--- config.mk ---
export PLATFORM = sky130hd
export DESIGN_NAME = vx_cyclic_dispatcher
export DESIGN_NICKNAME = d
export VERILOG_FILES = /design/src/rtl/vx_dispatch_lane_buf.sv /design/src/rtl/vx_cyclic_dispatcher.sv
export SDC_FILE = /design/constraint.sdc
export NUM_CORES = 1
export LEC_CHECK = 0
export BUFFER_PORTS_ARGS = -buffer_cell sky130_fd_sc_hd__buf_2
export CORE_UTILIZATION = 52
export DETAILED_ROUTE_END_ITERATION = 16
export GPL_TIMING_DRIVEN = 0
export HOLD_SLACK_MARGIN = 0.06
export PLACE_DENSITY = 0.77
export SKIP_CTS_REPAIR_TIMING = 1
export SLEW_MARGIN = 20
export SYNTH_ARGS = -nofsm -noshare
export SYNTH_HDL_FRONTEND = slang
export SYNTH_SLANG_ARGS = --single-unit
--- constraint.sdc ---
create_clock -name clk -period 2.96 [get_ports clk]
set_clock_uncertainty 0.15 [all_clocks]
set_input_delay 0.296 -clock clk [delete_from_list [all_inputs] [get_ports clk]]
set_output_delay 0.296 -clock clk [all_outputs]
set_load 0.02 [all_outputs]
--- src/rtl/vx_dispatch_lane_buf.sv ---
// ============================================================================
//  Module   : vx_dispatch_lane_buf
//  Purpose  : 2-entry elastic (skid) FIFO for one dispatcher output lane.
//             full/empty come straight from registered occupancy, so the
//             producer-side ready never depends on the consumer's ready.
//  Revision : 1.0  initial release
// ============================================================================
`default_nettype none

module vx_dispatch_lane_buf #(
  parameter int DATAW = 32
) (
  input  logic             clk,
  input  logic             reset,
  input  logic             push,
  input  logic [DATAW-1:0] push_data,
  input  logic             pop,
  output logic [DATAW-1:0] head_data,
  output logic             empty,
  output logic             full
);

  logic [DATAW-1:0] mem_q [2];
  logic [DATAW-1:0] mem_d [2];
  logic             wr_ptr_q, wr_ptr_d;
  logic             rd_ptr_q, rd_ptr_d;
  logic [1:0]       count_q, count_d;

  // Next-state: write at wr_ptr, read at rd_ptr, occupancy tracks push minus pop.
  always_comb begin
    mem_d[0] = mem_q[0];
    mem_d[1] = mem_q[1];
    wr_ptr_d = wr_ptr_q;
    rd_ptr_d = rd_ptr_q;
    count_d  = count_q;
    if (push) begin
      mem_d[wr_ptr_q] = push_data;
      wr_ptr_d        = ~wr_ptr_q;
    end
    if (pop) begin
      rd_ptr_d = ~rd_ptr_q;
    end
    case ({push, pop})
      2'b10:   count_d = count_q + 2'd1;
      2'b01:   count_d = count_q - 2'd1;
      default: count_d = count_q;
    endcase
  end

  // State register; reset discards any buffered items.
  always_ff @(posedge clk) begin
    if (reset) begin
      mem_q[0] <= '0;
      mem_q[1] <= '0;
      wr_ptr_q <= 1'b0;
      rd_ptr_q <= 1'b0;
      count_q  <= 2'd0;
    end else begin
      mem_q[0] <= mem_d[0];
      mem_q[1] <= mem_d[1];
      wr_ptr_q <= wr_ptr_d;
      rd_ptr_q <= rd_ptr_d;
      count_q  <= count_d;
    end
  end

  assign head_data = mem_q[rd_ptr_q];
  assign empty     = (count_q == 2'd0);
  assign full      = (count_q == 2'd2);

endmodule

`default_nettype wire

--- src/rtl/vx_cyclic_dispatcher.sv ---
// ============================================================================
//  Module   : vx_cyclic_dispatcher
//  Purpose  : Round-robin fan-out of one valid/ready stream to NUM_OUTPUTS
//             lanes, with optional strict ordering and per-lane buffering.
//  Revision : 1.0  initial release
// ============================================================================
`default_nettype none

module vx_cyclic_dispatcher #(
  parameter int NUM_OUTPUTS     = 4,
  parameter int DATAW           = 32,
  parameter bit STRICT          = 1'b1,
  parameter bit OUT_BUF         = 1'b1,
  parameter int LOG_NUM_OUTPUTS = (NUM_OUTPUTS > 1) ? $clog2(NUM_OUTPUTS) : 1
) (
  input  logic                         clk,
  input  logic                         reset,
  input  logic                         valid_in,
  input  logic [DATAW-1:0]             data_in,
  output logic                         ready_in,
  output logic [NUM_OUTPUTS-1:0]       valid_out,
  output logic [NUM_OUTPUTS*DATAW-1:0] data_out,
  input  logic [NUM_OUTPUTS-1:0]       ready_out,
  output logic [LOG_NUM_OUTPUTS-1:0]   next_index
);

  localparam logic [LOG_NUM_OUTPUTS-1:0] LAST_IDX = LOG_NUM_OUTPUTS'(NUM_OUTPUTS - 1);

  // (base + offs) mod NUM_OUTPUTS; both operands are already below NUM_OUTPUTS.
  function automatic logic [LOG_NUM_OUTPUTS-1:0] add_mod(
    input logic [LOG_NUM_OUTPUTS-1:0] base,
    input int unsigned                offs
  );
    int unsigned sum;
    sum = 32'(base) + offs;
    if (sum >= 32'(NUM_OUTPUTS)) begin
      sum = sum - 32'(NUM_OUTPUTS);
    end
    return sum[LOG_NUM_OUTPUTS-1:0];
  endfunction

  // Pointer increment that wraps at the last lane, also for non-power-of-2 counts.
  function automatic logic [LOG_NUM_OUTPUTS-1:0] wrap_inc(
    input logic [LOG_NUM_OUTPUTS-1:0] p
  );
    return (p == LAST_IDX) ? '0 : p + 1'b1;
  endfunction

  logic [LOG_NUM_OUTPUTS-1:0] ptr_q, ptr_d;
  logic [LOG_NUM_OUTPUTS-1:0] target;
  logic [LOG_NUM_OUTPUTS-1:0] first_off;
  logic [NUM_OUTPUTS-1:0]     lane_rdy;
  logic [NUM_OUTPUTS-1:0]     rot_rdy;
  logic                       found;
  logic                       fire;

  // Target pick: rotate readiness by ptr, take the lowest ready offset, add ptr back.
  always_comb begin
    rot_rdy   = '0;
    first_off = '0;
    found     = 1'b0;
    for (int j = 0; j < NUM_OUTPUTS; j++) begin
      rot_rdy[j] = lane_rdy[add_mod(ptr_q, 32'(j))];
    end
    for (int j = NUM_OUTPUTS - 1; j >= 0; j--) begin
      if (rot_rdy[j]) begin
        first_off = LOG_NUM_OUTPUTS'(j);
        found     = 1'b1;
      end
    end
    if (STRICT || !found) begin
      target = ptr_q;
    end else begin
      target = add_mod(ptr_q, 32'(first_off));
    end
  end

  assign ready_in   = lane_rdy[target];
  assign fire       = valid_in && ready_in;
  assign next_index = ptr_q;

  // Pointer advances past the lane just served and holds otherwise.
  always_comb begin
    ptr_d = ptr_q;
    if (fire) begin
      ptr_d = wrap_inc(target);
    end
  end

  // Pointer register.
  always_ff @(posedge clk) begin
    if (reset) begin
      ptr_q <= '0;
    end else begin
      ptr_q <= ptr_d;
    end
  end

  generate
    if (OUT_BUF) begin : g_buf
      for (genvar i = 0; i < NUM_OUTPUTS; i++) begin : g_lane
        logic lane_full;
        logic lane_empty;

        vx_dispatch_lane_buf #(
          .DATAW (DATAW)
        ) u_lane_buf (
          .clk       (clk),
          .reset     (reset),
          .push      (fire && (target == LOG_NUM_OUTPUTS'(i))),
          .push_data (data_in),
          .pop       (!lane_empty && ready_out[i]),
          .head_data (data_out[i*DATAW +: DATAW]),
          .empty     (lane_empty),
          .full      (lane_full)
        );

        assign lane_rdy[i]  = ~lane_full;
        assign valid_out[i] = ~lane_empty;
      end
    end else begin : g_comb
      assign lane_rdy = ready_out;
      for (genvar i = 0; i < NUM_OUTPUTS; i++) begin : g_lane
        assign valid_out[i]                = valid_in && (target == LOG_NUM_OUTPUTS'(i)) && lane_rdy[i];
        assign data_out[i*DATAW +: DATAW]  = data_in;
      end
    end
  endgenerate

endmodule

`default_nettype wire

## Word-level counts from Yosys, hierarchy flattened

Memories as Yosys holds them, arrays and structs flattened. A register that Yosys moved wholly into a read port is not among the register bits.
Cells that the tools add are included.

| operators by class | value |
|---|---|
| add/sub/neg operators | 9 |
| multipliers | 0 |
| divide/modulo/power cells | 0 |
| $lt $le $gt $ge | 9 |
| equal/unequal tests | 15 |
| shift-type cells | 0 |
| multiplexer cells | 42 |
| bitwise operators | 28 |
| reduce and logical (&&, ||, !) cells | 26 |

Operators by type and width:

| cell | number |
|---|---|
| 32-bit 2-to-1 mux | 12 |
| 64-bit bitwise mux | 4 |
| 64-bit 2-to-1 mux | 4 |
| 32-bit demux with 1-bit select | 4 |
| 2-bit equality test (second input constant) | 10 |
| 1-bit NOT | 16 |
| 2-bit one-hot mux with 2 select lines | 4 |
| 1-bit logical AND | 13 |
| 1-bit 2-to-1 mux | 12 |
| 2-bit by 1-bit adder with 2-bit output (second input constant) | 5 |
| 2-bit by 1-bit equality test with 1-bit output (second input constant) | 5 |
| 2-bit zero test | 5 |
| 2-bit >= comparator (second input constant) | 4 |
| 2-bit by 1-bit less-than comparator with 1-bit output (second input constant) | 4 |
| 1-bit NOT with 2-bit output | 4 |
| 1-bit OR | 8 |
| 2-bit nonzero test | 4 |
| 2-bit by 1-bit subtractor with 2-bit output (second input constant) | 4 |
| 1-bit zero test | 4 |
| 2-bit by 3-bit less-than comparator with 1-bit output (second input constant) | 1 |
| 1-bit binary-select mux with 2-bit select | 1 |
| 2-bit 2-to-1 mux | 1 |

| word-level totals | value |
|---|---|
| bits in registers | 18 |
| bits in latches | 0 |
| bits in writable memories | 256 |
| memory bits (read-only) | 0 |
| input bits | 39 |
| output and inout bits | 135 |
| memories kept | 4 |

Memories:

| memory | depth | width | read ports | clocked after Yosys merged registers in | write ports | RTL line | source |
|---|---|---|---|---|---|---|---|
| g_buf.g_lane[0].u_lane_buf.mem_q | 2 | 32 | 3 | 1 | 2 | vx_dispatch_lane_buf.sv:23 | `logic [DATAW-1:0] mem_q [2];` |
| g_buf.g_lane[1].u_lane_buf.mem_q | 2 | 32 | 3 | 1 | 2 | vx_dispatch_lane_buf.sv:23 |  |
| g_buf.g_lane[2].u_lane_buf.mem_q | 2 | 32 | 3 | 1 | 2 | vx_dispatch_lane_buf.sv:23 |  |
| g_buf.g_lane[3].u_lane_buf.mem_q | 2 | 32 | 3 | 1 | 2 | vx_dispatch_lane_buf.sv:23 |  |

## Logic depth before layout (Yosys ltp)

| depth | value |
|---|---|
| word-level depth | 8 |
| gate-level depth with buffers | 12 |

## Cells and area by module

From an unflattened synthesis, not the netlist that was laid out.

| second synthesis, totals | value |
|---|---|
| cells, all modules | 1,389 |
| area total of the unflattened synthesis | 11,463.5 µm² |

Modules (own cells, without submodules):

| module | times used | cells each | area an instance (µm²) | seq. area each (µm²) |
|---|---|---|---|---|
| vx_dispatch_lane_buf (g_buf.g_lane[0].u_lane_buf ...) | 2 | 339 | 2,801.4 | 1,381.3 |
| vx_dispatch_lane_buf (g_buf.g_lane[1].u_lane_buf ...) | 2 | 339 | 2,793.9 | 1,381.3 |
| vx_cyclic_dispatcher | 1 | 33 | 272.8 | 40.0 |

## Worst setup path after synthesis

No wires, ideal clock.

| timing path | value |
|---|---|
| path type | register to register |
| from | register ptr_q[1] (netlist: next_index[1]) |
| to | register g_buf.g_lane[0].u_lane_buf.count_q[1] |
| arrival | 2.785 ns |
| data required time | 2.740 ns |
| slack | -0.046 ns |
| cell stages (with the launch flop) | 12 |
| clock period less this slack | 3.006 ns |
| cell sequence | dfxtp_1 -> and4b_1 -> or4_1 -> buf_2 -> buf_6 -> clkinv_1 -> and2_0 -> clkbuf_1 -> nand2_1 -> ha_1 -> or3_1 -> a21oi_1 |

| on the way | value |
|---|---|
| longest elaborated chain between the ends | 6 |

RTL lines:

| what | RTL line | source |
|---|---|---|
| from (decl) | vx_cyclic_dispatcher.sv:49 | `logic [LOG_NUM_OUTPUTS-1:0] ptr_q, ptr_d;` |
| from (signal assigned) | vx_cyclic_dispatcher.sv:95 | `ptr_q <= ptr_d;` |
| 1-bit binary-select mux with 2-bit select * | vx_cyclic_dispatcher.sv:78 | `assign ready_in = lane_rdy[target];` |
| 1-bit 2-to-1 mux (implied by the code) * | vx_cyclic_dispatcher.sv:78 |  |
| via ready_in | vx_cyclic_dispatcher.sv:20 | `output logic ready_in,` |
| 1-bit logical AND * | vx_cyclic_dispatcher.sv:79 | `assign fire = valid_in && ready_in;` |
| 1-bit logical AND * | vx_cyclic_dispatcher.sv:110 | `.push (fire && (target == LOG_NUM_OUTPUTS'(i))),` |
| 2-bit by 1-bit equality test with 1-bit output or 2-bit equality test (tied branches) | vx_dispatch_lane_buf.sv:43 | `case ({push, pop})` |
| 2-bit one-hot mux with 2 select lines or 2-bit nonzero test (tied branches) | -- |  |
| to (signal assigned) | vx_dispatch_lane_buf.sv:63 | `count_q <= count_d;` |
| to (decl) | vx_dispatch_lane_buf.sv:27 | `logic [1:0] count_q, count_d;` |

Mark *: on every way through the listed nets, which the timed path passes. The rest lies on a longest branch. The select of a mux whose other input is x is not followed.
A chain may end at the register's enable or synchronous reset.

## Worst setup path after layout

| timing path | value |
|---|---|
| from | register ptr_q[1] (netlist: next_index[1]) |
| to | register g_buf.g_lane[2].u_lane_buf.count_q[1] |

| on the way | value |
|---|---|
| longest elaborated chain between the ends | 6 |

RTL lines:

| what | RTL line |
|---|---|
| 1-bit binary-select mux with 2-bit select | vx_cyclic_dispatcher.sv:78 |
| 1-bit 2-to-1 mux (implied by the code) | vx_cyclic_dispatcher.sv:78 |
| 1-bit logical AND | vx_cyclic_dispatcher.sv:79 |
| 1-bit logical AND * | vx_cyclic_dispatcher.sv:110 |
| 2-bit by 1-bit equality test with 1-bit output or 2-bit equality test (tied branches) | vx_dispatch_lane_buf.sv:43 |
| 2-bit one-hot mux with 2 select lines or 2-bit nonzero test (tied branches) | -- |
| to (signal assigned) | vx_dispatch_lane_buf.sv:63 |
| to (decl) | vx_dispatch_lane_buf.sv:27 |

Every way passes the cells marked *; elsewhere a longest branch is shown, timed or not. The select of a mux whose other input is x is not followed.

==> summary.md <==
| Metric | Value |
|---|---|
| Status | finished clean |
| First DRT Iteration DRCs | just under 500 |
| Tightest Pin Transition | 0.8143 ns |
| Startpoint types | flip-flop |
| Post-synthesis cell count | around 1200 |
| Post-layout instance count excluding filler cells | 1742 |
| P per Cell Area | between 600 and 700 nW/µm² |
| Setup Viol. Count Final | 0 |
| Int Power | around 7.3 mW |
| Slowest stage delay, CP | around 0.55 ns |
| Sequential power share | between 40% and 50% |
| I/O pin count | ~170 |
| FMAX | between 300 and 400 MHz |
| Sequential area share after synthesis | around 44% |
| DIE HEIGHT | 157.2 µm |
| Total power | a little over 10 mW |
| Share of power burned in combinational logic | 21.0% |
| Hold crit path type | primary input to flip-flop |
| Drt first pass iters | 4 |
| P_sw | around 2.8 mW |
| Crit. End Element | flip-flop |
| Vias in the first global route | 9099 |
| Min cycle time layout | approximately 2.9 ns |
| Num CTS Buffers | 29 |
| Worst EP arrival | 3.19 ns |
| Commonest non-fill, non-tap cell in the layout | dfxtp_1 |
| Post-detailed-route count of antenna-violating nets | 0 |
| Max Root-Sink Buffers | 3 |
| Area delta synth->final | 19.27% |
| Mean routed wirelength per cell | around 19 µm |
| DP Wirelength | ~23 mm |
| Largest net degree at the start of global routing | 15 |
| GRT Overall Usage | 26.28% |
| Clk sinks | between 200 and 300 |
| Flops & latches, synth | 278 |
| Final Hold Viols | 0 |
| First-pass GRT wire length | ~50 mm |
| Via count | ~9000 |
| Slowest cell on the critical path | or4_4 |
| Initial antenna violation count | 0 |
| Post-Route Setup TNS | 0 ns |
| Relative slew slack | between 40% and 50% |
| Fraction of layout cells with a size suffix above 1 | roughly 28% |
| Hold Startpoint | valid_in |
| Fin nets | roughly 1400 |
| Critical path peak fanout | 10 |
| Clock power share | a little under two fifths |
| Worst VDD drop | just over 0.0005 V |
| Syn. warnings | 0 |
| Deepest level of the CTS H-tree | 1 |
| Pins over their slew limit | 0 |
| GP Congestion | 0.8039 |
| Cell leakage power | 7.271 nW |
| Post-Syn Area | about 13000 µm² |
| Remaining DRCs | 0 |
| Final Cycle Share | a little over nine tenths |
| WS Path Type | flip-flop to flip-flop |
| PortBufs | roughly 170 |
| Starting density of the core | a little over half |
| Highest-count cells in the layout ignoring fill and taps | dfxtp_1, nand2b_1, mux2i_1, buf_2, mux2_2 |
| CP most frequent cell | buf_6 |
| Cell Rows | 56 |
| Worst Setup SP | next_index[1] |
| Crit-path cells | and4b_1 -> or4_4 -> buf_6 -> buf_6 -> clkinv_8 -> and2_4 -> buf_6 -> nand2_1 -> ha_2 -> xnor2_2 -> or3_1 -> a21oi_2 |
| Grt total ovfl | 0 |
| Number of max-cap violations | 0 |
| Placeable core region | approximately 24000 µm² |
| Chip Width | around 160 µm |
| Die ar. | roughly 25000 µm² |
| Yosys cell types | 33 |
| Total Wirelength | 32.58 mm |
| Mean Syn Cell Area | ~10 µm² |
| Clock transition at path regs | approximately 0.06 ns |
| Sw frac | roughly 28% |
| Drt via density | about 5.3 |
| CTS tree | done |
| Clk Tree Root Cell | clkbuf_16 |
| Dpl cells | 1685 |
| Antenna cells | 0 |
| Worst skew pair latency | between 0.5 and 0.6 ns |
| CP required | ~3.3 ns |
| R2r startpoint | next_index[1] |
| Syn_nets | approximately 1200 |
-- power by group through the flow --
stage	sequential [mW]	combinational, mW	clock (mW)
after floorplan	4.17	1.43	0
after global placement	4.19	2.00	0
after detailed placement	4.21	2.01	0
after CTS	4.13	2.03	3.89
after global routing	4.16	2.24	4.04
final	4.13	2.12	3.85
-- path summary, 6_finish.rpt --
check                                                                to  slack [ns]  cells after the start
worst max-delay path              g_buf.g_lane[2].u_lane_buf.count_q[1]        0.09                     12
worst min register to register  g_buf.g_lane[2].u_lane_buf.mem_q[0][19]        0.32                      2
worst min-delay path                g_buf.g_lane[2].u_lane_buf.wr_ptr_q        0.07                      4
worst max register to register    g_buf.g_lane[2].u_lane_buf.count_q[1]        0.09                     12
-- flip-flops by register name (all words and copies together), names as in the netlist, named ones only --
signal	flops
g_buf.g_lane.u_lane_buf.count_q	8
g_buf.g_lane.u_lane_buf.mem_q	256
g_buf.g_lane.u_lane_buf.rd_ptr_q	4
g_buf.g_lane.u_lane_buf.wr_ptr_q	4
next_index	2
-- layer usage --
layer	GRT usage, %	part of all wire, %	vias up
met1	34.89	45	4483
met4	9.108	2.9	0
met3	3.689	5.6	60
met2	43.62	47	269
li1	-	-	4420
met5	0	0	-
-- cell usage after synthesis --
cell / instances / area share (%)
buf_6: 7 / 0.63
or2_2: 5 / 0.25
buf_4: 3 / 0.18
ha_1: 8 / 0.80
and4b_1: 1 / 0.080
nor2b_1: 32 / 1.6
xor2_1: 4 / 0.28
nor3_2: 1 / 0.080
or4_1: 1 / 0.060
nand4b_1: 1 / 0.070
nand3_1: 2 / 0.080
buf_2: 15 / 0.60
xnor2_1: 8 / 0.56
clkinv_1: 1 / 0.030
nor2_1: 12 / 0.36
and2_0: 1 / 0.050
mux2i_1: 224 / 18
a21oi_1: 8 / 0.32
mux2_2: 128 / 12
nand4_2: 3 / 0.30
o21ai_0: 72 / 2.9
nor3_1: 1 / 0.040
or3_1: 8 / 0.40
and2_1: 4 / 0.20
clkbuf_1: 83 / 2.5
nor4bb_1: 2 / 0.16
dfxtp_1: 278 / 44
nand2_1: 8 / 0.24
nor4b_1: 1 / 0.070
o31ai_1: 2 / 0.12
nand2b_1: 256 / 13
buf_1: 12 / 0.36
inv_1: 2 / 0.060
-- worst max-delay path: cells and delay by family (launching register included) --
kind | cells | cell delay [ns]
and+or+nand+nor | 5 | 1.34
buffers and inverters | 4 | 0.48
DFF | 1 | 0.36
adders and majority gates | 1 | 0.21
xor gates and xnor gates | 1 | 0.13
AOI/OAI and AO/OA | 1 | 0.12
-- kinds of logic after synthesis --
kind of cell               count (synthesis)  share of synthesized area (%)
buffers and inverters                    123                          4.347
and+or+nand+nor                          339                          16.83
xor gates and xnor gates                  12                         0.8394
muxes                                    352                          29.42
DFF                                      278                          44.45
adders and majority gates                  8                         0.7995
AOI/OAI and AO/OA                         82                          3.318
-- layout make-up --
class	instances	area [µm²]
fillers	1937	8610
multi-input cells	793	6469
flip-flops and latches	278	5577
repair buffers	177	900.9
clock buffers	41	830.8
plain buffers	120	548.0
well taps	319	399.1
clock inverters	11	185.2
inverters	3	23.77
-- per-stage QoR --
| step | cell area [µm²] | utilization, % | hold WS, ns | worst slack [ns] |
|---|---|---|---|---|
| final | 14930 | 63.43 | 0.06962 | 0.08525 |
| after global routing | 14930 | 63.43 | 0.09523 | -0.009418 |
| after floorplan | 12520 | - | 0.2962 | 0.02543 |
| after detailed placement | 13780 | 58.54 | 0.3115 | -0.1527 |
| after CTS | 14800 | 62.86 | 0.02326 | -0.1761 |
| after global placement | 13780 | 58.54 | 0.3065 | -0.1610 |
No activity file was read; power rests on OpenSTA's default activity.
